File: src/rtl/sp_mem_ctrl_pkg.sv
// sp_mem_ctrl_pkg: shared types and constants for the sp_mem_ctrl slice.
package sp_mem_ctrl_pkg;

    typedef enum logic [0:0] {
        ST_INIT = 1'b0,
        ST_RUN  = 1'b1
    } sp_mem_ctrl_state_e;

    // Response buffer entries; with a one-cycle memory this covers a full
    // round trip so reads stream at one per cycle.
    localparam int RSP_DEPTH = 2;

endpackage

File: src/rtl/sp_mem_ctrl_rsp_fifo.sv
// sp_mem_ctrl_rsp_fifo: 2-entry synchronous FIFO holding read responses.
// Entries and occupancy are flops, so head/occ are glitch-free registered
// values that only change on a push or pop.
module sp_mem_ctrl_rsp_fifo
    import sp_mem_ctrl_pkg::*;
#(
    parameter int WIDTH = 32
) (
    input  logic             clk,
    input  logic             rst_n,
    input  logic             push,
    input  logic [WIDTH-1:0] push_data,
    input  logic             pop,
    output logic [1:0]       occ,
    output logic [WIDTH-1:0] head
);

    logic [WIDTH-1:0] ent_q [RSP_DEPTH];
    logic [WIDTH-1:0] ent_d [RSP_DEPTH];
    logic             rd_ptr_q, rd_ptr_d;
    logic             wr_ptr_q, wr_ptr_d;
    logic [1:0]       occ_q, occ_d;
    logic             pop_ok;

    assign pop_ok = pop && (occ_q != 2'd0);

    // Next-state for entries, pointers and occupancy. A push into a full
    // FIFO is only issued together with a pop, in which case the write
    // slot is the one being freed.
    always_comb begin
        ent_d    = ent_q;
        rd_ptr_d = rd_ptr_q;
        wr_ptr_d = wr_ptr_q;
        if (push) begin
            ent_d[wr_ptr_q] = push_data;
            wr_ptr_d        = ~wr_ptr_q;
        end
        if (pop_ok) begin
            rd_ptr_d = ~rd_ptr_q;
        end
        occ_d = occ_q + {1'b0, push} - {1'b0, pop_ok};
    end

    // State registers; reset empties the FIFO and zeroes the head.
    always_ff @(posedge clk or negedge rst_n) begin
        if (!rst_n) begin
            ent_q    <= '{default: '0};
            rd_ptr_q <= 1'b0;
            wr_ptr_q <= 1'b0;
            occ_q    <= 2'd0;
        end else begin
            ent_q    <= ent_d;
            rd_ptr_q <= rd_ptr_d;
            wr_ptr_q <= wr_ptr_d;
            occ_q    <= occ_d;
        end
    end

    assign occ  = occ_q;
    assign head = ent_q[rd_ptr_q];

endmodule

File: src/rtl/sp_mem_ctrl.sv
// sp_mem_ctrl: valid/ready request front end for the single-port
// byte-enable memory. Absorbs the one-cycle read latency and buffers read
// data in a 2-entry FIFO so response backpressure never drops data.
// Build option SP_MEM_CTRL_INIT_EN: zero-fill the memory after reset.
//
// state   | meaning
// ST_INIT | sweeping zeros into addresses 0..DEPTH-1, requests blocked
// ST_RUN  | requests pass straight through to the memory pins
module sp_mem_ctrl
    import sp_mem_ctrl_pkg::*;
#(
    parameter  int WIDTH = 32,
    parameter  int DEPTH = 1024,
    localparam int AW    = $clog2(DEPTH)
) (
    input  logic               clk,
    input  logic               rst_n,
    input  logic               req_valid,
    output logic               req_ready,
    input  logic               req_we,
    input  logic [AW-1:0]      req_addr,
    input  logic [WIDTH-1:0]   req_wdata,
    input  logic [WIDTH/8-1:0] req_wstrb,
    output logic               rsp_valid,
    input  logic               rsp_ready,
    output logic [WIDTH-1:0]   rsp_rdata,
    output logic               init_done,
    output logic               mem_cs,
    output logic               mem_we,
    output logic [AW-1:0]      mem_addr,
    output logic [WIDTH-1:0]   mem_wdata,
    output logic [WIDTH/8-1:0] mem_wstrb,
    input  logic [WIDTH-1:0]   mem_rdata
);

    localparam logic [AW:0] DEPTH_W = (AW+1)'(DEPTH);

    sp_mem_ctrl_state_e state;
    logic               accept;
    logic               in_range;
    logic               pop;
    logic               credit_ok;
    logic [1:0]         occ;
    logic [2:0]         used;
    logic               infl_q, infl_d;
    logic               oob_q, oob_d;
    logic [WIDTH-1:0]   push_data;

`ifdef SP_MEM_CTRL_INIT_EN
    localparam logic [AW-1:0] LAST_ADDR = AW'(DEPTH - 1);

    sp_mem_ctrl_state_e state_q, state_d;
    logic [AW-1:0]      init_addr_q, init_addr_d;

    // Init sweep: one zero write per cycle, leave ST_INIT after the last.
    always_comb begin
        state_d     = state_q;
        init_addr_d = init_addr_q;
        if (state_q == ST_INIT) begin
            init_addr_d = init_addr_q + AW'(1);
            if (init_addr_q == LAST_ADDR) begin
                state_d = ST_RUN;
            end
        end
    end

    // FSM and sweep address registers.
    always_ff @(posedge clk or negedge rst_n) begin
        if (!rst_n) begin
            state_q     <= ST_INIT;
            init_addr_q <= '0;
        end else begin
            state_q     <= state_d;
            init_addr_q <= init_addr_d;
        end
    end

    assign state     = state_q;
    assign init_done = (state_q == ST_RUN);
`else
    assign state     = ST_RUN;
    assign init_done = 1'b1;
`endif

    assign in_range = ({1'b0, req_addr} < DEPTH_W);
    assign pop      = rsp_valid && rsp_ready;

    // Credit check: FIFO slots already owed (stored + read in flight) less
    // the one leaving this cycle must leave room for a new read. Outputs
    // are held idle combinationally while reset is asserted.
    always_comb begin
        used      = {1'b0, occ} + {2'b00, infl_q};
        credit_ok = (used < (3'd2 + {2'b00, pop}));
        req_ready = rst_n && (state == ST_RUN) && (req_we || credit_ok);
        accept    = req_valid && req_ready;
        infl_d    = accept && !req_we;
        oob_d     = !in_range;
    end

    // Memory pin mux: init sweep or pass-through of the accepted request.
    always_comb begin
        mem_cs    = 1'b0;
        mem_we    = 1'b0;
        mem_addr  = req_addr;
        mem_wdata = req_wdata;
        mem_wstrb = req_wstrb;
        if (rst_n) begin
`ifdef SP_MEM_CTRL_INIT_EN
            if (state == ST_INIT) begin
                mem_cs    = 1'b1;
                mem_we    = 1'b1;
                mem_addr  = init_addr_q;
                mem_wdata = '0;
                mem_wstrb = '1;
            end else begin
                mem_cs = accept && in_range;
                mem_we = req_we;
            end
`else
            mem_cs = accept && in_range;
            mem_we = req_we;
`endif
        end
    end

    // Track the read issued last cycle and whether it skipped the memory.
    always_ff @(posedge clk or negedge rst_n) begin
        if (!rst_n) begin
            infl_q <= 1'b0;
            oob_q  <= 1'b0;
        end else begin
            infl_q <= infl_d;
            oob_q  <= oob_d;
        end
    end

    assign push_data = oob_q ? '0 : mem_rdata;

    sp_mem_ctrl_rsp_fifo #(
        .WIDTH(WIDTH)
    ) u_rsp_fifo (
        .clk      (clk),
        .rst_n    (rst_n),
        .push     (infl_q),
        .push_data(push_data),
        .pop      (pop),
        .occ      (occ),
        .head     (rsp_rdata)
    );

    assign rsp_valid = (occ != 2'd0);

endmodule

File: config.mk
export PLATFORM = sky130hd
export DESIGN_NAME = sp_mem_ctrl
export DESIGN_NICKNAME = d
export VERILOG_FILES = /design/src/rtl/sp_mem_ctrl_pkg.sv /design/src/rtl/sp_mem_ctrl_rsp_fifo.sv /design/src/rtl/sp_mem_ctrl.sv
export SDC_FILE = /design/constraint.sdc
export NUM_CORES = 1
export LEC_CHECK = 0
export BUFFER_PORTS_ARGS = -buffer_cell sky130_fd_sc_hd__buf_2
export CORE_MARGIN = 2
export CORE_UTILIZATION = 40
export CTS_CLUSTER_SIZE = 25
export DETAILED_ROUTE_END_ITERATION = 12
export PLACE_DENSITY_LB_ADDON = 0.2
export SYNTH_ARGS = -nofsm -noshare
export SYNTH_HDL_FRONTEND = slang
export SYNTH_SLANG_ARGS = --single-unit
File: constraint.sdc
create_clock -name clk -period 1.5 [get_ports clk]
set_input_delay 0.15 -clock clk [delete_from_list [all_inputs] [get_ports clk]]
set_output_delay 0.15 -clock clk [all_outputs]
set_load 0.03 [all_outputs]
==> results.cfg, run 1 <==
[sta]
fmax_mhz = 588
drv_slew = 0
rsz0062_at_grt = true
worst_pin_slew_ps = 779
hold_viol_final = 0
min_period_ps = 1700
setup-tns-final_ps = -4230
timing.final.crit_share_pct = 113
setup_violations = 35
hold-worst-slack_ps = 12.5
worst_slack_ps = -201
skew_ps = 7.71
maxSlewHeadroom_pct = 48.0

[logic_synthesis]
ys.flop_type = dfrtp_1
synth_area_um2 = 3450
synth_top_area_share_pct = 50.1
synth_edf_count = 0
yosysUniqueCellTypes = 21
synth_fp_nets = 334
yosys_warnings = 0
async_flop_share_pct = 100
synthTopCellsByCount = mux2_2 (89), dfrtp_1 (69), buf_4 (47)
syn_avg_cell_area_um2 = 14.0
synth_top_area_cell = dfrtp_1
netlist_instances = 247
synth.area.top_cells = dfrtp_1 (50%), mux2_2 (29%), buf_4 (10%)
ys_ff_latch = 69
ys_seq_area_share_pct = 50.1
yosysMostFrequentCell = mux2_2

[finish]
fillCellCount = 722
synthToLayoutAreaGrowth_pct = 24.4
final-instance-count-excl-fill = 399
layout-drive-gt1-share_pct = 71.4
stdcell_area_um2 = 4290
diodes = 0
nets = 376

[hold_path]
min_path_type = input port to asynchronous set/reset pin

[placement]
post-place-cells = 376
finalWeightedCongestion = 0.669
place_area_um2 = 3660
post-place-ws_ps = 7.90
dp_hpwl_mm = 4.07
io_buffers = 72

[routing]
vias_per_cell = 4.91
remaining_drc_errors = 0
vias = 1959
drtPass1Iterations = 4
postRouteAntennaNets = 0
drtIter0Drc = 30
avgRoutedWirePerCell_um = 16.2
routed_wl_mm = 6.48

[floorplan]
dieArea_um2 = 9370
io_pins = 166
num_rows = 33
initial_utilization_pct = 41.5
coreArea_um2 = 8300
chipHeight_um = 96.8
dieWidth_um = 96.8

[run_status]
violations = setup timing
status = complete, but fails checks

[clock_network]
cts_max_level = 3
clkSinkCount = 69
clk_pin_slew_worst_paths_ps = 80
clockBufferDepth = 2
cts_tree = yes
cts_root_buf = clkbuf_8
numCtsBuffers = 9
clock_latency_ps = 340

[pwr]
leakage_nw = 1.97
ir_drop_uv = 1070
power_density_nw_per_um2 = 2560

[job]
maxCapViolCount = 0

[global_routing]
grt_max_degree = 62
grt_pass1_wl_mm = 11.0
grt_pass1_vias = 2226
antenna_found_initial = 0
grt_usage_pct = 14.7
grt_remaining_overflow = 0

[worst_setup_path]
arrival_ps = 1550
crit_path_end_kind = output pin
reg2reg_depth = 8
timing.rr.start = u_rsp_fifo.occ[0]
rrSetupSlack_ps = -100
start_kind = flop
crit_required_ps = 1350
worstReg2RegEnd = u_rsp_fifo.occ[1]
worstPathMaxFanout = 2
crit_type = flop to output pin
logic make-up (layout without fill, tap and decap cells):
family	Yosys count	in the layout	share of synthesized area [%]
flops	69	69	50.1
buf+inv	62	109	13.1
fa+ha+maj	4	4	1.45
compound gates	5	5	1.02
mux	96	96	32.1
xor+xnor	4	4	1.02
simple gates	6	6	1.05
other cells	1	1	0.109
layer usage:
| metal | vias up | global-route usage (%) | routed length (um) |
|---|---|---|---|
| met5 | - | 0 | 0 |
| met3 | 28 | 7.23 | 509 |
| met4 | 0 | 4.44 | 130 |
| li1 | 885 | - | - |
| met1 | 977 | 17.1 | 2670 |
| met2 | 69 | 24.0 | 3170 |
worst max path at each step:
| stage | start | slack, ps | endpoint |
|---|---|---|---|
| 2_1_floorplan | u_rsp_fifo.occ[1] | 10 | u_rsp_fifo.occ[1] |
| 3_3_place_gp | u_rsp_fifo.occ[0] | 30 | req_ready |
| 3_5_place_dp | u_rsp_fifo.occ[0] | 8 | req_ready |
| 4_1_cts | infl_q | -220 | mem_cs |
| 5_1_grt | u_rsp_fifo.occ[0] | -280 | mem_cs |
| 6_report | infl_q | -200 | mem_cs |
critical path, cell delays in order, from the launching register on:
cell and delay [ps]:
dfrtp_1 410, ha_4 180, ha_4 230, o211ai_1 80
o211a_1 180, buf_6 130
per-stage QoR:
stage / total power, W / utilization, %
6_report: 0.0110 / 51.7
5_1_grt: 0.0116 / 51.7
4_1_cts: 0.0109 / 51.0
3_5_place_dp: 0.00795 / 44.1
3_3_place_gp: 0.00787 / 44.1
2_1_floorplan: 0.00693 / -
repair_timing:
item,in CTS,in global routing
hold buffers,1,0
endpoints found under the setup margin,36,35
buffers inserted,4,0
resized for setup,84,12
pin swaps,4,1
endpoints found under the hold margin,8,0
cloned,2,1
where the power goes:
part | leakage, nW | total [W] | internal, W | switching [W]
Combinational | 1.06 | 0.00619 | 0.00338 | 0.00281
Sequential | 0.821 | 0.00327 | 0.00279 | 0.000480
Clock | 0.0918 | 0.00150 | 0.000772 | 0.000726
registers in the layout, indices dropped and copies added, names as in the netlist:
signal and flops:
u_rsp_fifo.ent_q 64, infl_q 1, u_rsp_fifo.rd_ptr_q 1, u_rsp_fifo.occ 2
u_rsp_fifo.wr_ptr_q 1
placed cells by master (no fill, tap or decap), types with 2 or more instances in the layout:
| cell type | netlist | layout |
|---|---|---|
| mux2_4 | 7 | 16 |
| buf_2 | 7 | 37 |
| inv_1 | 4 | 4 |
| mux2_2 | 89 | 80 |
| buf_4 | 47 | 4 |
| buf_12 | 0 | 7 |
| clkbuf_8 | 0 | 9 |
| ha_4 | 0 | 2 |
| buf_6 | 3 | 37 |
| dfrtp_1 | 69 | 68 |
| clkinvlp_4 | 0 | 3 |
| xnor2_1 | 3 | 2 |
| nand2_1 | 2 | 2 |
cell type report:
type / count / area (um2) / share of cell area, %
inverter: 4 / 15.0 / 0.350
tap: 105 / 131 / 3.06
sequential: 69 / 1730 / 40.3
clock inverter: 7 / 75.1 / 1.75
timing repair buffer: 89 / 850 / 19.8
multi-input combinational: 116 / 1360 / 31.8
clock buffer: 9 / 124 / 2.89
Note: power is estimated with default switching activity, not from simulation.
==> run 2: changes to the inputs <==
Settings changed: SETUP_SLACK_MARGIN set to 0.15.
==> run 2 against run 1 <==
Against the previous run:
- the flow still finishes with violations (setup timing)
- maximum frequency fell by 1.2%
- sequential cell count unchanged
- clock power is 3% higher
- final cell count increased by 1.5%
- sequential power hardly changed
- critical path type unchanged
- highest routed layer unchanged
==> results.cfg, run 2 (same netlist as run 1, synthesis figures left out) <==
[run_status]
status = complete, but fails checks
violations = setup timing

[finish]
diodes = 0
layout_commonest_cell = dfrtp_1
seq_area_um2 = 1730
multi_input_area_um2 = 1450
layout-drive-gt1-share_pct = 72.3
nets = 384
largest_reg_flops = 64
fillCellCount = 690
mostFrequentLayoutCells = dfrtp_1 (68), mux2_2 (57), mux2_4 (39)
regMostFlops = u_rsp_fifo.ent_q
synthToLayoutAreaGrowth_pct = 32.3
utilization_pct = 54.9

[sta]
timing.final.crit_share_pct = 115
drv_slew = 0
worst_pin_slew_ps = 786
hold-worst-slack_ps = 34.6
skew_ps = 4.60
min_period_ps = 1720
maxSlewHeadroom_pct = 47.6
hold_viol_final = 0
setup_violations = 43
rsz0062_at_grt = true
fmax_mhz = 580
worst_slack_ps = -223

[placement]
io_buffers = 72
dp_hpwl_mm = 4.03
post-place-ws_ps = -24.0
finalWeightedCongestion = 0.666

[global_routing]
grt_remaining_overflow = 0
grt_pass1_wl_mm = 10.9
met3_usage_pct = 6.14
grt_use_met1_pct = 17.8
grt_usage_pct = 14.9
grt_busiest_layer = met2
antenna_found_initial = 0
gr-usage-met2_pct = 23.1
grt_max_degree = 62
grt_pass1_vias = 2141

[pwr]
ir_drop_uv = 1090
leakage_nw = 2.16
p_total_w = 0.0115
power_density_nw_per_um2 = 2520

[routing]
vias_per_cell = 4.89
drtIter0Drc = 31
drtPass1Iterations = 4
remaining_drc_errors = 0
routed_wl_mm = 7.17
avgRoutedWirePerCell_um = 17.7
postRouteAntennaNets = 0
vias = 1979

[floorplan]
chipHeight_um = 96.8
initial_utilization_pct = 41.5
dieWidth_um = 96.8
io_pins = 166
num_rows = 33
dieArea_um2 = 9370
coreArea_um2 = 8300

[worst_setup_path]
arrival_ps = 1570
worstPathMaxFanout = 2
start_kind = flop
critPathSlowestCell = dfrtp_1
critical-path-max-stage-delay_ps = 390
crit_type = flop to output pin
crit_path_end_kind = output pin
crit_required_ps = 1350
path_cells = ha_2, ha_4, o21ai_2, a21o_2, buf_6

[clock_network]
cts_max_level = 3
clk_pin_slew_worst_paths_ps = 60
clock_latency_ps = 340
clockBufferDepth = 2
cts_root_buf = clkbuf_8
cts_tree = yes
clkSinkCount = 69
numCtsBuffers = 9

[hold_path]
min_path_type = input port to asynchronous set/reset pin

[job]
maxCapViolCount = 0
[run 2: timing repair]
| item | in CTS | in global routing |
|---|---|---|
| pin swaps | 3 | 1 |
| endpoints found under the hold margin | 8 | 0 |
| gates cloned | 3 | 6 |
| setup endpoints to repair | 63 | 94 |
| hold buffers | 1 | 0 |
| buffers inserted | 1 | 5 |
| gates resized for setup | 120 | 4 |
[run 2: where the power goes]
| part | switching (W) | internal [W] | total (W) |
|---|---|---|---|
| registers | 0.000508 | 0.00279 | 0.00330 |
| clock network | 0.000663 | 0.000888 | 0.00155 |
| logic | 0.00290 | 0.00375 | 0.00665 |
[run 2: path summary, 6_finish.rpt]
kind / start / end / slack (ps) / depth (start not counted)
hold / removal: rst_n / u_rsp_fifo.occ[0] / 30 / 2
min in group clk: mem_rdata[25] / u_rsp_fifo.ent_q[25] / 50 / 2
max in group asynchronous: rst_n / u_rsp_fifo.rd_ptr_q / 920 / 2
setup / recovery: u_rsp_fifo.occ[0] / req_ready / -220 / 5
hold reg to reg: u_rsp_fifo.ent_q[5] / u_rsp_fifo.ent_q[5] / 510 / 1
setup reg to reg: u_rsp_fifo.occ[0] / u_rsp_fifo.occ[1] / -90 / 8
[run 2: metrics by stage]
| step | cells | instance area, um2 | TNS [ps] |
|---|---|---|---|
| floorplan | 247 | 3460 | 0 |
| global placement | 375 | 3630 | 0 |
| detailed placement | 375 | 3630 | -46.9 |
| CTS | 394 | 4320 | -5810 |
| global route | 405 | 4560 | -8210 |
| finish | 405 | 4560 | -5160 |
[run 2: final cells by class]
type	count	area share, %
sequential	69	37.9
multi-input combinational	116	31.8
timing repair buffer	97	22.8
clock buffer	13	3.71
tap	105	2.88
clock inverter	1	0.659
inverter	4	0.329
[run 2: critical path, delay by kind of cell, from the launching register on]
| family | cells | cell delay (ps) |
|---|---|---|
| AO/OA/AOI/OAI | 2 | 240 |
| buffers and inverters | 1 | 130 |
| adder cells (fa/ha/maj) | 2 | 470 |
| flip-flops | 1 | 390 |
[run 2: layer usage]
metal  wire, um  share of wire (%)
met1       3290                 46
met2       3270                 46
met3        517                7.2
met4         93                1.3
met5          0                  0
